--- src/rtl/servo_pkg.sv ---
// Shared encodings for the servo sweep sequencer: channel modes, channel
// states and the reset/centre angle helper.
package servo_pkg;

  typedef enum logic [1:0] {
    MODE_HOLD    = 2'd0,
    MODE_BOUNCE  = 2'd1,
    MODE_ONESHOT = 2'd2,
    MODE_HOME    = 2'd3
  } mode_e;

  typedef enum logic [1:0] {
    ST_HOLD   = 2'd0,
    ST_UP     = 2'd1,
    ST_DOWN   = 2'd2,
    ST_PARKED = 2'd3
  } state_e;

  // Centre code of an angle bus, i.e. 0 degrees.
  function automatic int angle_centre(input int angle_w);
    return 1 << (angle_w - 1);
  endfunction

endpackage

--- src/rtl/servo_sweep_ch.sv ---
// One servo channel: PWM-period divider, sweep FSM and bounded step arithmetic.
// The FSM state is brought out so the top can derive busy and checkers can bind to it.
module servo_sweep_ch
  import servo_pkg::*;
#(
  parameter int ANGLE_W = 8,
  parameter int STEP_W  = 4,
  parameter int DIV_W   = 9
) (
  input  logic               clk,
  input  logic               rst,
  input  logic               cycle_done,
  input  logic               move_en,
  input  logic [1:0]         mode,
  input  logic [ANGLE_W-1:0] start_angle,
  input  logic [ANGLE_W-1:0] end_angle,
  input  logic [STEP_W-1:0]  step,
  input  logic [DIV_W-1:0]   div,
  output logic [ANGLE_W-1:0] angle,
  output logic               edge_hit,
  output state_e             state
);

  localparam logic [ANGLE_W-1:0] CENTRE = ANGLE_W'(angle_centre(ANGLE_W));

  logic [ANGLE_W-1:0] angle_q, angle_d;
  logic               dir_up_q, dir_up_d;
  logic [DIV_W-1:0]   cnt_q;
  state_e             state_q, state_d;
  mode_e              last_mode_q, last_mode_d;
  logic               edge_q, edge_d;

  logic               step_ev;
  mode_e              m;
  logic [ANGLE_W:0]   a_ext, s_ext, e_ext, st_ext, up_sum, up_val, dn_val, nxt;
  logic               go_up, hit_start, hit_end;

  assign step_ev = cycle_done && (cnt_q >= div);
  assign m       = mode_e'(mode);
  assign a_ext   = {1'b0, angle_q};
  assign s_ext   = {1'b0, start_angle};
  assign e_ext   = {1'b0, end_angle};
  assign st_ext  = (ANGLE_W+1)'(step);
  assign up_sum  = a_ext + st_ext;
  assign up_val  = (up_sum > e_ext) ? e_ext : up_sum;
  // a - step < start is tested as a < start + step so nothing can underflow.
  assign dn_val  = (a_ext < s_ext + st_ext) ? s_ext : a_ext - st_ext;

  always_comb begin
    angle_d     = angle_q;
    dir_up_d    = dir_up_q;
    state_d     = state_q;
    last_mode_d = last_mode_q;
    edge_d      = 1'b0;
    go_up       = 1'b0;
    hit_start   = 1'b0;
    hit_end     = 1'b0;
    nxt         = a_ext;
    if (step_ev && move_en) begin
      last_mode_d = m;
      if ((start_angle > end_angle) || (m == MODE_HOLD) || (step == '0)) begin
        state_d = ST_HOLD;
      end else if ((state_q == ST_PARKED) && (m == last_mode_q) && (m != MODE_BOUNCE)) begin
        state_d = ST_PARKED;
      end else if (start_angle == end_angle) begin
        if (!((state_q == ST_PARKED) && (angle_q == start_angle))) begin
          angle_d = start_angle;
          edge_d  = 1'b1;
        end
        state_d = ST_PARKED;
      end else begin
        if (angle_q < start_angle) begin
          angle_d   = start_angle;
          hit_start = 1'b1;
        end else if (angle_q > end_angle) begin
          angle_d = end_angle;
          hit_end = 1'b1;
        end else begin
          go_up     = (m == MODE_ONESHOT) || ((m == MODE_BOUNCE) && dir_up_q);
          nxt       = go_up ? up_val : dn_val;
          angle_d   = nxt[ANGLE_W-1:0];
          hit_end   = go_up && (nxt == e_ext);
          hit_start = !go_up && (nxt == s_ext);
        end
        edge_d = hit_start || hit_end;
        case (m)
          MODE_BOUNCE: begin
            dir_up_d = hit_end ? 1'b0 : (hit_start ? 1'b1 : dir_up_q);
            state_d  = dir_up_d ? ST_UP : ST_DOWN;
          end
          MODE_ONESHOT: begin
            dir_up_d = 1'b1;
            state_d  = hit_end ? ST_PARKED : ST_UP;
          end
          MODE_HOME: begin
            dir_up_d = 1'b0;
            state_d  = hit_start ? ST_PARKED : ST_DOWN;
          end
          default: state_d = ST_HOLD;
        endcase
      end
    end
  end

  always_ff @(posedge clk or posedge rst) begin
    if (rst) begin
      angle_q     <= CENTRE;
      dir_up_q    <= 1'b1;
      cnt_q       <= '0;
      state_q     <= ST_HOLD;
      last_mode_q <= MODE_HOLD;
      edge_q      <= 1'b0;
    end else begin
      angle_q     <= angle_d;
      dir_up_q    <= dir_up_d;
      state_q     <= state_d;
      last_mode_q <= last_mode_d;
      edge_q      <= edge_d;
      if (cycle_done) cnt_q <= step_ev ? '0 : cnt_q + 1'b1;
    end
  end

  assign angle    = angle_q;
  assign edge_hit = edge_q;
  assign state    = state_q;

endmodule

--- src/rtl/servo_sweep_ctrl.sv ---
// Multi-channel servo angle sequencer: slices the flat control buses into
// independent servo_sweep_ch instances.
module servo_sweep_ctrl
  import servo_pkg::*;
#(
  parameter int NUM_CH  = 4,
  parameter int ANGLE_W = 8,
  parameter int STEP_W  = 4,
  parameter int DIV_W   = 9
) (
  input  logic                      clk,
  input  logic                      rst,
  input  logic [NUM_CH-1:0]         servo_cycle_done,
  output logic [NUM_CH*ANGLE_W-1:0] servo_angle,
  input  logic [NUM_CH-1:0]         move_en,
  input  logic [NUM_CH*2-1:0]       mode,
  input  logic [NUM_CH*ANGLE_W-1:0] start_angle,
  input  logic [NUM_CH*ANGLE_W-1:0] end_angle,
  input  logic [NUM_CH*STEP_W-1:0]  step,
  input  logic [NUM_CH*DIV_W-1:0]   div,
  output logic [NUM_CH-1:0]         edge_hit,
  output logic [NUM_CH-1:0]         busy
);

  state_e ch_state [NUM_CH];

  for (genvar i = 0; i < NUM_CH; i++) begin : g_ch
    servo_sweep_ch #(
      .ANGLE_W(ANGLE_W),
      .STEP_W (STEP_W),
      .DIV_W  (DIV_W)
    ) u_ch (
      .clk        (clk),
      .rst        (rst),
      .cycle_done (servo_cycle_done[i]),
      .move_en    (move_en[i]),
      .mode       (mode[i*2 +: 2]),
      .start_angle(start_angle[i*ANGLE_W +: ANGLE_W]),
      .end_angle  (end_angle[i*ANGLE_W +: ANGLE_W]),
      .step       (step[i*STEP_W +: STEP_W]),
      .div        (div[i*DIV_W +: DIV_W]),
      .angle      (servo_angle[i*ANGLE_W +: ANGLE_W]),
      .edge_hit   (edge_hit[i]),
      .state      (ch_state[i])
    );

    // Parked and held channels are idle; only active sweeping counts as busy.
    assign busy[i] = (ch_state[i] == ST_UP) || (ch_state[i] == ST_DOWN);
  end

endmodule

--- config.mk ---
export PLATFORM = sky130hd
export DESIGN_NAME = servo_sweep_ctrl
export DESIGN_NICKNAME = d
export VERILOG_FILES = /design/src/rtl/servo_pkg.sv /design/src/rtl/servo_sweep_ch.sv /design/src/rtl/servo_sweep_ctrl.sv
export SDC_FILE = /design/constraint.sdc
export NUM_CORES = 1
export LEC_CHECK = 0
export CORE_MARGIN = 1
export CORE_UTILIZATION = 40
export DETAILED_ROUTE_END_ITERATION = 6
export PLACE_DENSITY_LB_ADDON = 0.2
export SYNTH_ARGS = -nofsm -noshare
export SYNTH_HDL_FRONTEND = slang
export SYNTH_SLANG_ARGS = --single-unit
--- constraint.sdc ---
create_clock -name clk -period 9.8 [get_ports clk]
set_input_delay 0.98 -clock clk [delete_from_list [all_inputs] [get_ports clk]]
set_output_delay 0.98 -clock clk [all_outputs]
set_load 0.03 [all_outputs]
==> results of run 1 <==
## worst max-delay path, cell delays in order
cell and delay [ns]:
clkdlybuf4s50_1 0.54, inv_1 0.06, ha_1 0.56, nor2b_1 0.35, a2111oi_4 0.10, xnor2_1 0.34, inv_1 0.09, ha_1 0.32
a21o_1 0.21, a2111oi_2 0.49, o21ai_2 0.24, a21boi_1 0.55, nor2_1 0.07, a2111oi_0 0.72, a21oi_1 0.07, mux2_2 0.29
## how the worst max path moves through the flow
| stage | from | depth (start not counted) | to | slack, ns |
|---|---|---|---|---|
| 2_1_floorplan | step[2] | 16 | g_ch[0].u_ch.state[1] | 4.95 |
| 3_3_place_gp | step[1] | 17 | g_ch[0].u_ch.angle[6] | 3.81 |
| 3_5_place_dp | step[3] | 16 | g_ch[0].u_ch.angle[6] | 3.85 |
| 4_1_cts | step[3] | 16 | g_ch[0].u_ch.angle[6] | 4.22 |
| 5_1_grt | step[1] | 17 | g_ch[0].u_ch.angle[6] | 3.83 |
| 6_report | step[3] | 16 | g_ch[0].u_ch.angle[6] | 4.04 |
## cells by family (layout without fill, tap and decap cells)
kind of cell               count (synthesis)  count (layout)  share of synthesized area [%]
AOI/OAI and AO/OA                        583             583                           27.6
xor gates and xnor gates                 119             119                           7.18
adders and majority gates                260             260                           21.9
buffers and inverters                    230             362                           6.03
DFF                                       92              92                           15.1
muxes                                     48              48                           3.36
other                                      0               1                              0
and+or+nand+nor                          556             556                           18.9
## area by class of cell
class                           count  area share [%]
Clock buffer                       12            1.45
Inverter                          167            3.55
Timing Repair Buffer              179            10.0
Antenna cell                        1          0.0141
Sequential cell                    92            13.0
Multi-Input combinational cell   1566            67.9
Tap cell                          511            3.61
Clock inverter                      4           0.409
## report_power, final
part | switching, uW | internal, uW
Clock | 164 | 238
Sequential | 301 | 508
Combinational | 1650 | 1190
## layer usage
layer	vias to the layer above	track usage [%]	wire [um]
met5	-	0	0
met4	0	5.91	990
met3	64	3.16	2890
met2	509	42.8	23300
met1	7211	35.8	23500
li1	7327	-	-
## cells in the final DEF (no fill, tap or decap), drive strengths merged, types with 42 or more instances in the layout
cell type      count
inv              167
clkdlybuf4s50    173
nor2b             42
nand3             64
nand4             43
nand2            118
dfrtp             84
a21o              56
xnor2             81
o21ai            107
ha               248
nor2             103
a21oi            122
nor3              49
## sequential cells by signal, indices dropped and copies added (netlist names)
name and flops:
g_ch.u_ch.angle 32, g_ch.u_ch.last_mode_q 8, g_ch.u_ch.dir_up_q 4, g_ch.u_ch.cnt_q 36, g_ch.u_ch.state 8, g_ch.u_ch.edge_hit 4
## per-stage QoR
step                hold WS (ns)  std cells
floorplan                  0.463       1888
detailed placement         0.493       2515
CTS                        0.509       2531
global placement           0.486       2515
finish                     0.512       2532
global route               0.535       2531
==> reports/qor.csv, run 1 <==
metric,value,unit
finish.utilization,47.1,%
relSlewSlack,33.3,%
syn_area,15300,um2
final_net_count,2409,
h-tree-depth,3,
clkTransAtPathRegs,0.07,ns
multi_input_area,12000,um2
cts_hold_buffers,0,
grt_usage,25.9,%
rrSetupSlack,4.61,ns
reg2reg_to,g_ch[0].u_ch.angle[6],
drv_cap,0,
period_needed,5.76,ns
cts_made_buffers,9,
power.static_leakage,0.00815,uW
cts_resized,0,
grt_pass1_wl,80400,um
layout_setup_ws,4.04,ns
cts-root-buf,clkbuf_16,
grt_max_degree,50,
yosysSeqAreaShare,15.1,%
final.period_utilization,58.8,%
antenna_found_initial,1,
finClkSkew,0.00901,ns
worstHoldStart,g_ch[3].u_ch.state[0],
rows,71,
min_to,g_ch[3].u_ch.state[0],
drive_above_1_share,5.35,%
post-dp-hpwl,40100,um
synth_top_area_share,20.3,%
insertion_delay,0.36,ns
synth_cell_types,102,
power_density,228,nW/um2
crit_required,10.05,ns
total_power,4050,uW
cts_tree,done,
num-fill-cells,3735,
clock-sinks,92,
grt-ovfl-total,0,
cts_setup_buffers,0,
cts.path.max_buffers,2,
critPathKind,in -> reg,
min_path_cells,2,
status,completed,
wl_per_cell,20.0,um
slew_violations,0,
synthTopCellsByCount,"ha_1 (248), inv_1 (165), a21oi_1 (119)",
worstMarginPinSlew,0.998,ns
die_w,197,um
io_pins,174,
viasPerCell,5.97,
drt_iter0_drc,1221,
cp-start-kind,primary input,
end_kind,flop,
setup_viol,0,
regArea,2310,um2
core_area,37700,um2
rsz0062_at_grt,no,
ir_drop,136,uV
io_buffers,173,
setup_tns,0,ns
synth_ff_type,dfrtp_1,
path_max_fanout,11,
synth_area_leaders,"ha_1 (20%), dfrtp_1 (14%), xnor2_1 (4.6%)",
fmax,0.174,GHz
synthArstFlopShare,100,%
r2r-start,g_ch[0].u_ch.angle[3],
via_count,15100,
avgSynthCellArea,8.09,um2
die_area,39000,um2
grt_pass1_vias,14400,
yosysMostFrequentCell,ha_1,
synth-seq-cells,92,
design_area,17700,um2
synth-edff-count,0,
routabilityCongestion,0.965,
crit_arrival,6.01,ns
drtPass1Iterations,5,
syn_inst,1888,
postRouteAntennaNets,0,
drt-total-wl,50700,um
dp_slack,3.85,ns
area_growth,16.1,%
drc_errors,0,
start_util,40.6,%
synth.largest_area_cell,ha_1,
finalHoldViolations,0,
ys_warn_count,0,
die_height,197,um
min_path_type,reg -> reg,
synth_nets,2282,
rr_worst_depth,14,
dpl_cell_area,17400,um2
Note: power is estimated with default switching activity, not from simulation.
==> inputs of run 2 (changes only) <==
Clock period 9.8 ns to 5.3 ns, I/O delays scaled along.
==> run 2 against run 1 <==
Effect of this change:
- clock power rose by 83%
- critical endpoint is now g_ch[1].u_ch.state[1]
- wire length rose by 3.8%
- sequential power rose by 73%
- first-iteration DRC count fell by 9.5%
- design area rose by 2.8%
- largest cell class unchanged
==> reports/qor.csv, run 2 (synthesized netlist as in run 1, its figures left out) <==
metric,value,unit,change
h-tree-depth,3,,unchanged
finalHoldViolations,0,,unchanged
drtPass1Iterations,5,,unchanged
post-dp-hpwl,42400,um,+5.8%
finClkSkew,0.0141,ns,+0.00507 ns
num-fill-cells,3742,,+0.19%
swShare,51.9,%,-0.39 points
status,completed,,
clock-sinks,92,,unchanged
p_clk_share,9.5,%,-0.4 points
start_util,40.6,%,unchanged
setup_tns,0,ns,unchanged
crit_start,start_angle[9],,
min_path_type,reg -> reg,,
io_pins,174,,unchanged
regArea,2310,um2,unchanged
finish.utilization,48.4,%,+1.3 points
intPower,3720,uW,+92%
cts_hold_buffers,0,,unchanged
die_height,197,um,unchanged
path_max_fanout,8,,-3
wl_per_cell,20.2,um,+1.1%
cts-root-buf,clkbuf_16,,
multi_input_area,12100,um2,about the same
drc_errors,0,,unchanged
netSwitchingPower,4010,uW,+89%
setup_viol,0,,unchanged
die_area,39000,um2,unchanged
largest_reg_flops,36,,unchanged
final.period_utilization,93.2,%,
layout_setup_ws,0.358,ns,-3.68 ns
cts_tree,done,,
end_kind,flop,,
ir_drop,306,uV,+120%
final_net_count,2476,,+2.8%
grt_max_degree,59,,+18%
rsz0062_at_grt,no,,
power_density,423,nW/um2,+86%
drt_iter0_drc,1105,,-9.5%
finalNonFillerCells,2599,,+2.6%
total_power,7720,uW,+91%
power.static_leakage,0.00848,uW,+4.1%
cp-start-kind,primary input,,
dp_slack,-0.0268,ns,-3.88 ns
crit_required,5.52,ns,-4.53 ns
core_area,37700,um2,unchanged
drive_above_1_share,8.43,%,+3.1 points
path_common_cell,a21o_1,,
antenna_found_initial,1,,unchanged
crit_arrival,5.16,ns,-0.85 ns
worstHoldStart,g_ch[0].u_ch.state[0],,
r2r-start,g_ch[0].u_ch.angle[2],,
period_needed,4.94,ns,
cts_made_buffers,9,,unchanged
critPathKind,in -> reg,,
io_buffers,173,,unchanged
path_cells,"clkdlybuf4s50_1, ha_1, a21o_1, a21oi_1, nor2b_1, o2111ai_1, xnor2_1, ha_1, and3_1, a221o_1, a21o_1, a311oi_1, a311oi_2, xnor2_1, a2111oi_4, a21o_1, a41oi_1",,
insertion_delay,0.36,ns,about the same
slowest_delay,0.71,ns,about the same
relSlewSlack,31.9,%,-1.5 points
rows,71,,unchanged
crit_slowest_cell,clkdlybuf4s50_1,,
clkTransAtPathRegs,0.07,ns,about the same
pwr-share-comb,72.3,%,+2.2 points
die_w,197,um,unchanged
drt-total-wl,52600,um,+3.8%
min_path_cells,1,,-1
routabilityCongestion,0.981,,+1.6%
grt_pass1_wl,82000,um,+2.0%
cts.path.max_buffers,2,,unchanged
dp.cells,2582,,+2.7%
worstMarginPinSlew,1.02,ns,+0.0190 ns
via_count,15400,,+2.2%
grt_usage,26.7,%,+0.79 points
power_frac_seq,18.2,%,-1.8 points
top_register,g_ch.u_ch.cnt_q,,
postRouteAntennaNets,0,,unchanged
fmax,0.202,GHz,
drv_cap,0,,unchanged
final_common_cell,ha_1,,
grt_pass1_vias,15100,,+4.4%
grt-ovfl-total,0,,unchanged
slew_violations,0,,unchanged
rr_worst_depth,15,,+1
viasPerCell,5.94,,-0.47%
area_growth,19.4,%,
layout_common_cells,"ha_1 (248), clkdlybuf4s50_1 (173), inv_1 (164)",,
==> run 2: per-stage QoR <==
step                hold WS [ns]  area, um2
floorplan                  0.463      15300
global placement           0.485      17900
detailed placement         0.494      17900
CTS                        0.513      18200
global route               0.517      18200
finish                     0.505      18200
==> run 2: worst max-delay path, delay by kind of cell <==
family,cells,cell delay (ns)
buffers and inverters,1,0.71
adder cells (fa/ha/maj),2,0.56
AO/OA/AOI/OAI,10,2.72
AND/OR/NAND/NOR,2,0.27
XOR/XNOR,2,0.34
==> run 2: what timing repair did <==
item | in CTS | in global routing
hold endpoints to repair | 0 | 0
setup endpoints to repair | 0 | 1
gates resized for setup | 0 | 1
buffers inserted | 0 | 0
==> run 2: final timing paths <==
kind                                    endpoint  slack [ns]
min                        g_ch[0].u_ch.state[0]        0.50
max in group asynchronous  g_ch[2].u_ch.dir_up_q        3.59
max reg2reg                g_ch[0].u_ch.state[1]        0.57
min in group asynchronous  g_ch[2].u_ch.angle[5]        0.65
max                        g_ch[1].u_ch.state[1]        0.36
min reg2reg                g_ch[0].u_ch.state[0]        0.50
==> run 2: layer usage <==
metal  track usage (%)  part of all wire, %  up-vias
met4              8.21                  3.1        0
met2              43.5                   45      552
met3              4.15                  6.3       96
li1                  -                    -     7456
met1              36.0                   46     7334
met5                 0                    0        -
==> run 2: layout make-up <==
type                    count  area share [%]
flip-flops and latches     92            12.7
repair buffers            246            12.5
clock buffers              10            1.26
multi-input cells        1566            66.1
well taps                 511            3.51
clock inverters             6           0.521
inverters                 167            3.45
diodes                      1          0.0137
==> run 2: power by group through the flow <==
stage | sequential [uW] | clock [uW] | combinational (uW)
5_1_grt | 1440 | 779 | 6130
4_1_cts | 1390 | 754 | 5520
6_report | 1400 | 735 | 5580
3_3_place_gp | 1410 | 0 | 5400
3_5_place_dp | 1410 | 0 | 5490
2_1_floorplan | 1410 | 0 | 3700
==> inputs of run 3 (changes only) <==
Settings changed: TNS_END_PERCENT set to 10.
==> results of run 3 <==
The final DEF is identical to that of run 2; final timing and power are the same.
